## config.mk

```make
export PLATFORM = sky130hd
export DESIGN_NAME = mem_arbiter
export DESIGN_NICKNAME = d
export VERILOG_FILES = /design/src/rtl/mem_arbiter.sv
export SDC_FILE = /design/constraint.sdc
export NUM_CORES = 1
export LEC_CHECK = 0
export CAP_MARGIN = 20
export CORE_UTILIZATION = 41
export DETAILED_ROUTE_END_ITERATION = 16
export PLACE_DENSITY = 0.79
export SLEW_MARGIN = 40
export SYNTH_ARGS = -nofsm -noshare
export SYNTH_HDL_FRONTEND = slang
export SYNTH_SLANG_ARGS = --single-unit
```

## constraint.sdc

```tcl
create_clock -name clk -period 4.7 [get_ports clk]
set_input_delay 0.705 -clock clk [delete_from_list [all_inputs] [get_ports clk]]
set_output_delay 0.705 -clock clk [all_outputs]
set_load 0.03 [all_outputs]
```

## src/rtl/mem_arbiter.sv

```systemverilog
// Purpose: round-robin arbiter sharing one backing-memory port between the instruction-fetch and data sides.
// Latency: request pulse in T -> mem_req in T+2 -> x_ready one cycle after mem_ack (T+3 minimum).
// Backpressure: one outstanding request per side; a repeat request while pending is dropped and flags req_ovf.
module mem_arbiter #(
  parameter int unsigned TIMEOUT_CYCLES = 255
) (
  input  logic        clk,
  input  logic        reset,

  // instruction-fetch side
  input  logic        ic_req,
  input  logic [31:0] ic_addr,
  output logic [31:0] ic_rdata,
  output logic        ic_ready,

  // data side
  input  logic        dc_ren,
  input  logic        dc_wen,
  input  logic [31:0] dc_addr,
  input  logic [31:0] dc_wdata,
  input  logic [3:0]  dc_wmask,
  output logic [31:0] dc_rdata,
  output logic        dc_ready,

  // shared backing-memory port
  output logic        mem_req,
  output logic        mem_we,
  output logic [31:0] mem_addr,
  output logic [31:0] mem_wdata,
  output logic [3:0]  mem_wmask,
  input  logic [31:0] mem_rdata,
  input  logic        mem_ack,

  // status
  output logic        bus_err,
  output logic        req_ovf,
  output logic [1:0]  grant_out
);

  typedef enum logic [2:0] {
    ST_IDLE    = 3'b001,
    ST_BUSY_IC = 3'b010,
    ST_BUSY_DC = 3'b100
  } state_t;

  state_t      state;

  // per-side pending flags and latched request payloads
  logic        ic_pend;
  logic        dc_pend;
  logic [31:0] ic_addr_q;
  logic [31:0] dc_addr_q;
  logic [31:0] dc_wdata_q;
  logic [3:0]  dc_wmask_q;
  logic        dc_we_q;

  // round-robin history: 1 when the data side won the last completed grant
  logic        last_dc;

  // cycles spent in the current BUSY state
  logic [31:0] busy_cnt;

  logic        dc_new;
  logic        grant_dc;
  logic        grant_ic;
  logic        timeout_hit;
  logic        done;

  // Arbitration and completion decisions derived from registered state.
  always_comb begin
    dc_new      = 1'b0;
    grant_dc    = 1'b0;
    grant_ic    = 1'b0;
    timeout_hit = 1'b0;
    done        = 1'b0;

    dc_new = dc_ren | dc_wen;

    // On a tie the side that did not win last time goes first.
    grant_dc = dc_pend & (~ic_pend | ~last_dc);
    grant_ic = ic_pend & ~grant_dc;

    // A zero limit disables the watchdog entirely.
    if (TIMEOUT_CYCLES != 0) begin
      timeout_hit = ((busy_cnt + 32'd1) == TIMEOUT_CYCLES);
    end

    // A real acknowledge always wins over a coincident timeout.
    done = mem_ack | timeout_hit;
  end

  // Ownership is a direct decode of the FSM state.
  assign grant_out = {state == ST_BUSY_DC, state == ST_BUSY_IC};

  // Request capture, arbitration FSM and all registered outputs.
  always_ff @(posedge clk) begin
    if (!reset) begin
      state      <= ST_IDLE;
      ic_pend    <= 1'b0;
      dc_pend    <= 1'b0;
      ic_addr_q  <= 32'd0;
      dc_addr_q  <= 32'd0;
      dc_wdata_q <= 32'd0;
      dc_wmask_q <= 4'd0;
      dc_we_q    <= 1'b0;
      last_dc    <= 1'b0;
      busy_cnt   <= 32'd0;
      req_ovf    <= 1'b0;
      ic_rdata   <= 32'd0;
      dc_rdata   <= 32'd0;
      ic_ready   <= 1'b0;
      dc_ready   <= 1'b0;
      bus_err    <= 1'b0;
      mem_req    <= 1'b0;
      mem_we     <= 1'b0;
      mem_addr   <= 32'd0;
      mem_wdata  <= 32'd0;
      mem_wmask  <= 4'd0;
    end else begin
      // completion strobes are single-cycle
      ic_ready <= 1'b0;
      dc_ready <= 1'b0;
      bus_err  <= 1'b0;

      // Instruction side: capture a new fetch, or flag it if one is still outstanding.
      if (ic_req) begin
        if (ic_pend) begin
          req_ovf <= 1'b1;
        end else begin
          ic_pend   <= 1'b1;
          ic_addr_q <= ic_addr;
        end
      end

      // Data side: read and write together is resolved as a write but still flagged.
      if (dc_new) begin
        if (dc_ren && dc_wen) begin
          req_ovf <= 1'b1;
        end
        if (dc_pend) begin
          req_ovf <= 1'b1;
        end else begin
          dc_pend    <= 1'b1;
          dc_addr_q  <= dc_addr;
          dc_wdata_q <= dc_wdata;
          dc_wmask_q <= dc_wmask;
          dc_we_q    <= dc_wen;
        end
      end

      case (state)
        ST_IDLE: begin
          // Stray acknowledges in IDLE are ignored; only pending flags matter here.
          if (grant_dc) begin
            state     <= ST_BUSY_DC;
            busy_cnt  <= 32'd0;
            mem_req   <= 1'b1;
            mem_we    <= dc_we_q;
            mem_addr  <= dc_addr_q;
            mem_wdata <= dc_wdata_q;
            mem_wmask <= dc_wmask_q;
          end else if (grant_ic) begin
            state     <= ST_BUSY_IC;
            busy_cnt  <= 32'd0;
            mem_req   <= 1'b1;
            mem_we    <= 1'b0;
            mem_addr  <= ic_addr_q;
            mem_wdata <= 32'd0;
            mem_wmask <= 4'd0;
          end
        end

        ST_BUSY_IC: begin
          if (done) begin
            state     <= ST_IDLE;
            ic_pend   <= 1'b0;
            last_dc   <= 1'b0;
            ic_rdata  <= mem_ack ? mem_rdata : 32'd0;
            ic_ready  <= 1'b1;
            bus_err   <= ~mem_ack;
            mem_req   <= 1'b0;
            mem_we    <= 1'b0;
            mem_addr  <= 32'd0;
            mem_wdata <= 32'd0;
            mem_wmask <= 4'd0;
          end else begin
            busy_cnt <= busy_cnt + 32'd1;
          end
        end

        ST_BUSY_DC: begin
          if (done) begin
            state     <= ST_IDLE;
            dc_pend   <= 1'b0;
            last_dc   <= 1'b1;
            // writes return nothing, so the last load value stays visible
            if (!dc_we_q) begin
              dc_rdata <= mem_ack ? mem_rdata : 32'd0;
            end
            dc_ready  <= 1'b1;
            bus_err   <= ~mem_ack;
            mem_req   <= 1'b0;
            mem_we    <= 1'b0;
            mem_addr  <= 32'd0;
            mem_wdata <= 32'd0;
            mem_wmask <= 4'd0;
          end else begin
            busy_cnt <= busy_cnt + 32'd1;
          end
        end

        default: begin
          state     <= ST_IDLE;
          mem_req   <= 1'b0;
          mem_we    <= 1'b0;
          mem_addr  <= 32'd0;
          mem_wdata <= 32'd0;
          mem_wmask <= 4'd0;
        end
      endcase
    end
  end

endmodule

```

Yosys cells after proc, flatten, opt, wreduce, memory -nomap -nowiden
Index checks and enable logic that the tools add are counted.
{ "word_totals": {"ff_bits": 277, "word_cells": 96, "output_inout_bits": 140, "inputBits": 138} }
{ "op_classes": {"reduce_logical": 14, "n_mux": 40, "add_sub_neg": 1, "eq_ne": 9, "bitwise": 11} }
{ "op_table": {"columns": ["operator", "n"], "rows": [
  ["2-to-1 mux 32 bit", 8],
  ["one-hot mux 32 bit (2 select lines)", 3],
  ["adder 32 x 1 -> 32 bit, second input constant", 1],
  ["== test 32 x 8 -> 1 bit, second input constant", 1],
  ["2-to-1 mux 1 bit", 18],
  ["2-to-1 mux 4 bit", 3],
  ["AND reduction 2 bit", 6],
  ["AND reduction 3 bit", 4],
  ["2-to-1 mux 3 bit", 3],
  ["one-hot mux 4 bit (2 select lines)", 1],
  ["!= test 2 x 1 -> 1 bit, second input constant", 3],
  ["NOT 1 bit", 6],
  ["one-hot mux 1 bit (2 select lines)", 3],
  ["one-hot mux 3 bit (2 select lines)", 1],
  ["nonzero test 2 bit", 2],
  ["== test 3 x 1 -> 1 bit, second input constant", 1],
  ["== test 3 x 2 -> 1 bit, second input constant", 1],
  ["== test 3 bit, second input constant", 1],
  ["!= test 3 bit, second input constant", 1],
  ["OR 1 bit", 3],
  ["AND 1 bit", 2],
  ["!= test 2 bit, second input constant", 1],
  ["OR reduction 2 bit", 1],
  ["logical AND 1 bit", 1]
]} }

Longest topological paths before layout
Gate-level depths: netlist of run 1.
{ "depth": {"ltp_word": 8, "mapped_depth": 14} }

Worst setup path before layout of run 1
OpenSTA, ideal clock, no wires.
{ "synth_path": {"path_kind": "register -> register", "startpoint": "register busy_cnt[1]", "endpoint": "register dc_rdata[10]", "path_slack_ns": 1.737, "setup_ns": 0.117, "t_arrival_ns": 2.845, "required_ns": 4.583, "n_path_buf": 4, "path_stages_with_launch": 14, "cell_sequence": "dfxtp_1 buf_2 nand3_4 or3_1 buf_2 nor4_2 mux2i_1 mux2i_1 nor4bb_1 buf_4 nor2_2 o31a_4 buf_6 a32o_1"} }
{ "synth_between": {"elab_chain_len": 4} }
{ "synth_lines": {"columns": ["item", "line_no", "rtl"], "rows": [
  ["start, declared", "61", "logic [31:0] busy_cnt;"],
  ["start signal, assigned", "187", "busy_cnt <= busy_cnt + 32'd1;"],
  ["start signal, assigned", "208", "busy_cnt <= busy_cnt + 32'd1;"],
  ["adder 32 x 1 -> 32 bit", "85", "timeout_hit = ((busy_cnt + 32'd1) == TIMEOUT_CYCLES);"],
  ["== test 32 x 8 -> 1 bit", "85", null],
  ["OR 1 bit", "89", "done = mem_ack | timeout_hit;"],
  ["AND reduction 3 bit (no line)", null, null],
  ["end signal, assigned", "198", "dc_rdata <= mem_ack ? mem_rdata : 32'd0;"],
  ["end, declared", "22", "output logic [31:0] dc_rdata,"]
]} }
Every way passes these cells.
A chain may end at the register's enable or synchronous reset.

Worst setup path after layout of run 1
{ "layout_path": {"startpoint": "register busy_cnt[1]", "endpoint": "register mem_wdata[6]"} }
{ "layout_between": {"elab_chain_len": 5} }
{ "layout_lines": {"columns": ["item", "line_no", "rtl"], "rows": [
  ["adder 32 x 1 -> 32 bit", "85", null],
  ["== test 32 x 8 -> 1 bit", "85", null],
  ["OR 1 bit", "89", null],
  ["!= test 2 x 1 -> 1 bit (no line)", null, null],
  ["AND reduction 2 bit (no line)", null, null],
  ["end signal, assigned", "160", "mem_wdata <= dc_wdata_q;"],
  ["end, declared", "29", "output logic [31:0] mem_wdata,"]
]} }
Every way passes these cells.

==> impl_metrics.csv, run 1 <==
group,metric,value,unit
logic_synthesis,synth_edf_count,0,
timing,timing_worst_slew_pin_value,0.8987,ns
timing,max_freq,0.2501,GHz
detailed_routing,routed-via-count,10030,
timing,setup_violations,0,
timing,final_critical_delay_including_setup_and_external_delays,3.999,ns
cells_and_area,finalInstanceArea,0.01477,mm²
floorplan,std_cell_rows,59,
logic_synthesis,number_of_nets_produced_by_synthesis,1339,
logic_synthesis,synth.yosys.seq_area_share,0.5082,
setup_path,critical_path.endpoint_type,"flop",
setup_path,crit_type,"reg2reg",
cells_and_area,fin_cells,1775,
cells_and_area,postLayoutCoreUtil,0.5669,
floorplan,die_w,165.1,µm
logic_synthesis,synth_top_flop_cell,"sky130_fd_sc_hd__dfxtp_1",
logic_synthesis,synthDistinctLibCells,71,
clock_network,cts.repair.resized,0,
floorplan,initial_utilization,0.4187,
global_route,grt_use_met2,0.3661,
timing,fin_tns_setup,0,ns
pwr,cellLeakagePower,5.240,nW
global_route,grt-busiest-layer,"met2",
global_route,global_route.usage.met1,0.3055,
timing,slew_viol_final,0,
detailed_routing,wire_per_inst,18.40,µm
pwr,power.density,369.4,mW/mm²
timing,skew,0.01459,ns
detailed_routing,drt.antenna.violating_nets,0,
logic_synthesis,largest_cells_by_area_after_synthesis,"sky130_fd_sc_hd__dfxtp_1 (51%), sky130_fd_sc_hd__nand2_1 (8.2%), sky130_fd_sc_hd__a32o_1 (5.9%)",
timing,final.setup.worst_slack,0.7008,ns
place,postPlaceCellArea,0.01378,mm²
logic_synthesis,post_synth_instance_area,0.01091,mm²
global_route,grt_antenna_before_repair,0,
timing,slew_headroom,0.3968,
flow_run,max_capacitance_violation_total,0,
clock_network,postCtsSetupBuffers,0,
global_route,grt_usage,0.2306,
detailed_routing,drc,0,
cells_and_area,nets,1559,
place,placed_cells,1723,
place,place_congestion,0.8850,
floorplan,fp.dieArea,0.02727,mm²
setup_path,critPathMaxFanout,56,
detailed_routing,drtIter0Drc,678,
place,port_buffers,277,
logic_synthesis,synth_top_area_cell,"sky130_fd_sc_hd__dfxtp_1",
clock_network,insertion_delay,0.56,ns
logic_synthesis,ys.warnings.count,0,
detailed_routing,via_per_inst,5.653,
clock_network,ctsHoldBuffers,0,
setup_path,critPathArrivalTime,4.44,ns
place,placement.setup.worst_slack,0.8632,ns
detailed_routing,detail_route.wirelength,32660,µm
global_route,first_global_vias,9440,
setup_path,crit_required,5.14,ns
logic_synthesis,post-synth-top-area-fraction,0.5082,
timing,finalHoldViolations,0,
timing,layout_worst_path_cycle_share,0.8509,
clock_network,clock_tree_from_tritoncts,"built",
logic_synthesis,post_synthesis_sequential_element_count,277,
clock_network,htreeDepth,1,
logic_synthesis,synthesis.area_per_instance,9.101,µm²
timing,rsz0062_at_grt,"no",
global_route,global_route.usage.met3,0.05270,
clock_network,tritoncts_num_sinks,277,
clock_network,clk_transition_reported_paths,0.06,ns
logic_synthesis,synth-async-reset-ratio,0,
clock_network,cts-root-to-sink-buffers,3,
global_route,gr-total-overflow,0,
floorplan,fp.dieH,165.1,µm
status,run_status,"complete, no violations",
pwr,vdd.ir_drop.worst,0.3624,mV
hold_path,worst_hold_check_path_type,"reg2reg",
cells_and_area,layout.cells.most_common_list,"sky130_fd_sc_hd__dfxtp_1 (277), sky130_fd_sc_hd__clkdlybuf4s50_1 (277), sky130_fd_sc_hd__nand2_1 (238), sky130_fd_sc_hd__a21oi_1 (119), sky130_fd_sc_hd__a32o_1 (64)",
place,place.detailed.hpwl,21830,µm
cells_and_area,area_growth,35.37,%
cells_and_area,drive_above_1_share,0.06181,
logic_synthesis,synthCells,1199,
setup_path,startpoint_type,"flop",
clock_network,cts_buffers,29,
floorplan,io_pins,278,
clock_network,cts-root-buf,"sky130_fd_sc_hd__clkbuf_16",
floorplan,core,0.02606,mm²
global_route,grt_max_degree,79,
cells_and_area,n_antenna_cell,0,
detailed_routing,detail_route.first_pass.iterations,8,
global_route,first_pass_grt_wire_length,50270,µm
## registers in the layout, summed over array words and instances (netlist names), 3 cells and up
signal / cells
busy_cnt: 32
dc_addr_q: 32
dc_rdata: 32
dc_wdata_q: 32
ic_addr_q: 32
ic_rdata: 32
mem_addr: 32
mem_wdata: 32
dc_wmask_q: 4
mem_wmask: 4
state: 3
## cell families (layout without fill, tap and decap cells)
family                   Yosys count  after routing  synth area share
multiplexers                      17             17           0.01571
adder cells (fa/ha/maj)            3              3          0.003210
flip-flops                       277            277            0.5082
XOR/XNOR                          10             10          0.008026
buffers and inverters            114            355           0.04999
AND/OR/NAND/NOR                  423            423            0.1808
AO/OA/AOI/OAI                    355            355            0.2340
## stage by stage
stage / hold slack, ns / power (mW)
2_1_floorplan: 0.4357 / 2.859
3_3_place_gp: 0.4411 / 3.130
3_5_place_dp: 0.4457 / 3.142
4_1_cts: 0.4544 / 5.483
5_1_grt: 0.4692 / 5.634
6_report: 0.4523 / 5.457
## critical path, cell delays in order (launching register included)
cell,delay (ns)
sky130_fd_sc_hd__dfxtp_1,0.53
sky130_fd_sc_hd__ha_1,0.35
sky130_fd_sc_hd__and3_1,0.25
sky130_fd_sc_hd__and4_1,0.51
sky130_fd_sc_hd__nand4_1,0.26
sky130_fd_sc_hd__xor2_1,0.25
sky130_fd_sc_hd__nor4bb_1,0.30
sky130_fd_sc_hd__nor4bb_1,0.30
sky130_fd_sc_hd__buf_4,0.24
sky130_fd_sc_hd__nand2b_4,0.27
sky130_fd_sc_hd__a21oi_4,0.09
sky130_fd_sc_hd__buf_12,0.23
sky130_fd_sc_hd__a22o_1,0.27
## final timing paths
| path | start | endpoint | slack [ns] | depth (start not counted) |
|---|---|---|---|---|
| max | busy_cnt[1] | mem_wdata[6] | 0.70 | 12 |
| min | ic_addr_q[18] | ic_addr_q[18] | 0.45 | 2 |
| max reg2reg | busy_cnt[1] | mem_wdata[6] | 0.70 | 12 |
| min reg2reg | ic_addr_q[18] | ic_addr_q[18] | 0.45 | 2 |
## cells in the mapped netlist, drive strengths merged, types with 2 or more instances
cell and count:
and4 7, nor3b 2, nor2 43, nor4bb 2, dfxtp 277, nor2b 3
xor2 4, o211a 3, o211ai 2, nand4b 2, and3 11, a31oi 9
o31a 3, inv 7, nand4 10, or4 2, and2 10, a2111oi 3
nand3 44, a21oi 120, a21boi 7, nor4b 2, nor4 7, a22oi 19
or3 13, o31ai 19, o21ai 31, a32o 64, ha 2, o21a 8
clkbuf 70, o2bb2ai 18, nand2b 6, nand3b 4, nand2 238, mux2i 16
buf 36, o2111ai 2, nor3 16, a22o 37, xnor2 6, a211oi 2
## power breakdown
group          internal [mW]  switching, mW
clock network           1.39          0.966
logic                  0.245          0.363
registers               2.44         0.0525
## layout make-up
class / instances / area (µm²)
clock buffer: 38 / 819.5
clock inverter: 14 / 170.2
fill: 2241 / 11290
inverter: 8 / 32.53
multi-input combinational: 808 / 4865
sequential: 277 / 5545
tap: 335 / 419.2
timing repair buffer: 295 / 2920
## metal layers
metal	vias to the layer above	wire [µm]
li1	4793	-
met4	0	1181
met3	75	2406
met5	-	0
met1	4795	13930
met2	371	15140
Note: power is estimated with default switching activity, not from simulation.
==> run 2: changes to the inputs <==
--- a/config.mk
+++ b/config.mk
@@ -5,6 +5,7 @@
 export SDC_FILE = /design/constraint.sdc
 export NUM_CORES = 1
 export LEC_CHECK = 0
+export ABC_CLOCK_PERIOD_IN_PS = 4700
 export CAP_MARGIN = 20
 export CORE_UTILIZATION = 41
 export DETAILED_ROUTE_END_ITERATION = 16
==> results of run 2 <==
The final DEF is identical to that of run 1; final timing and power are the same.
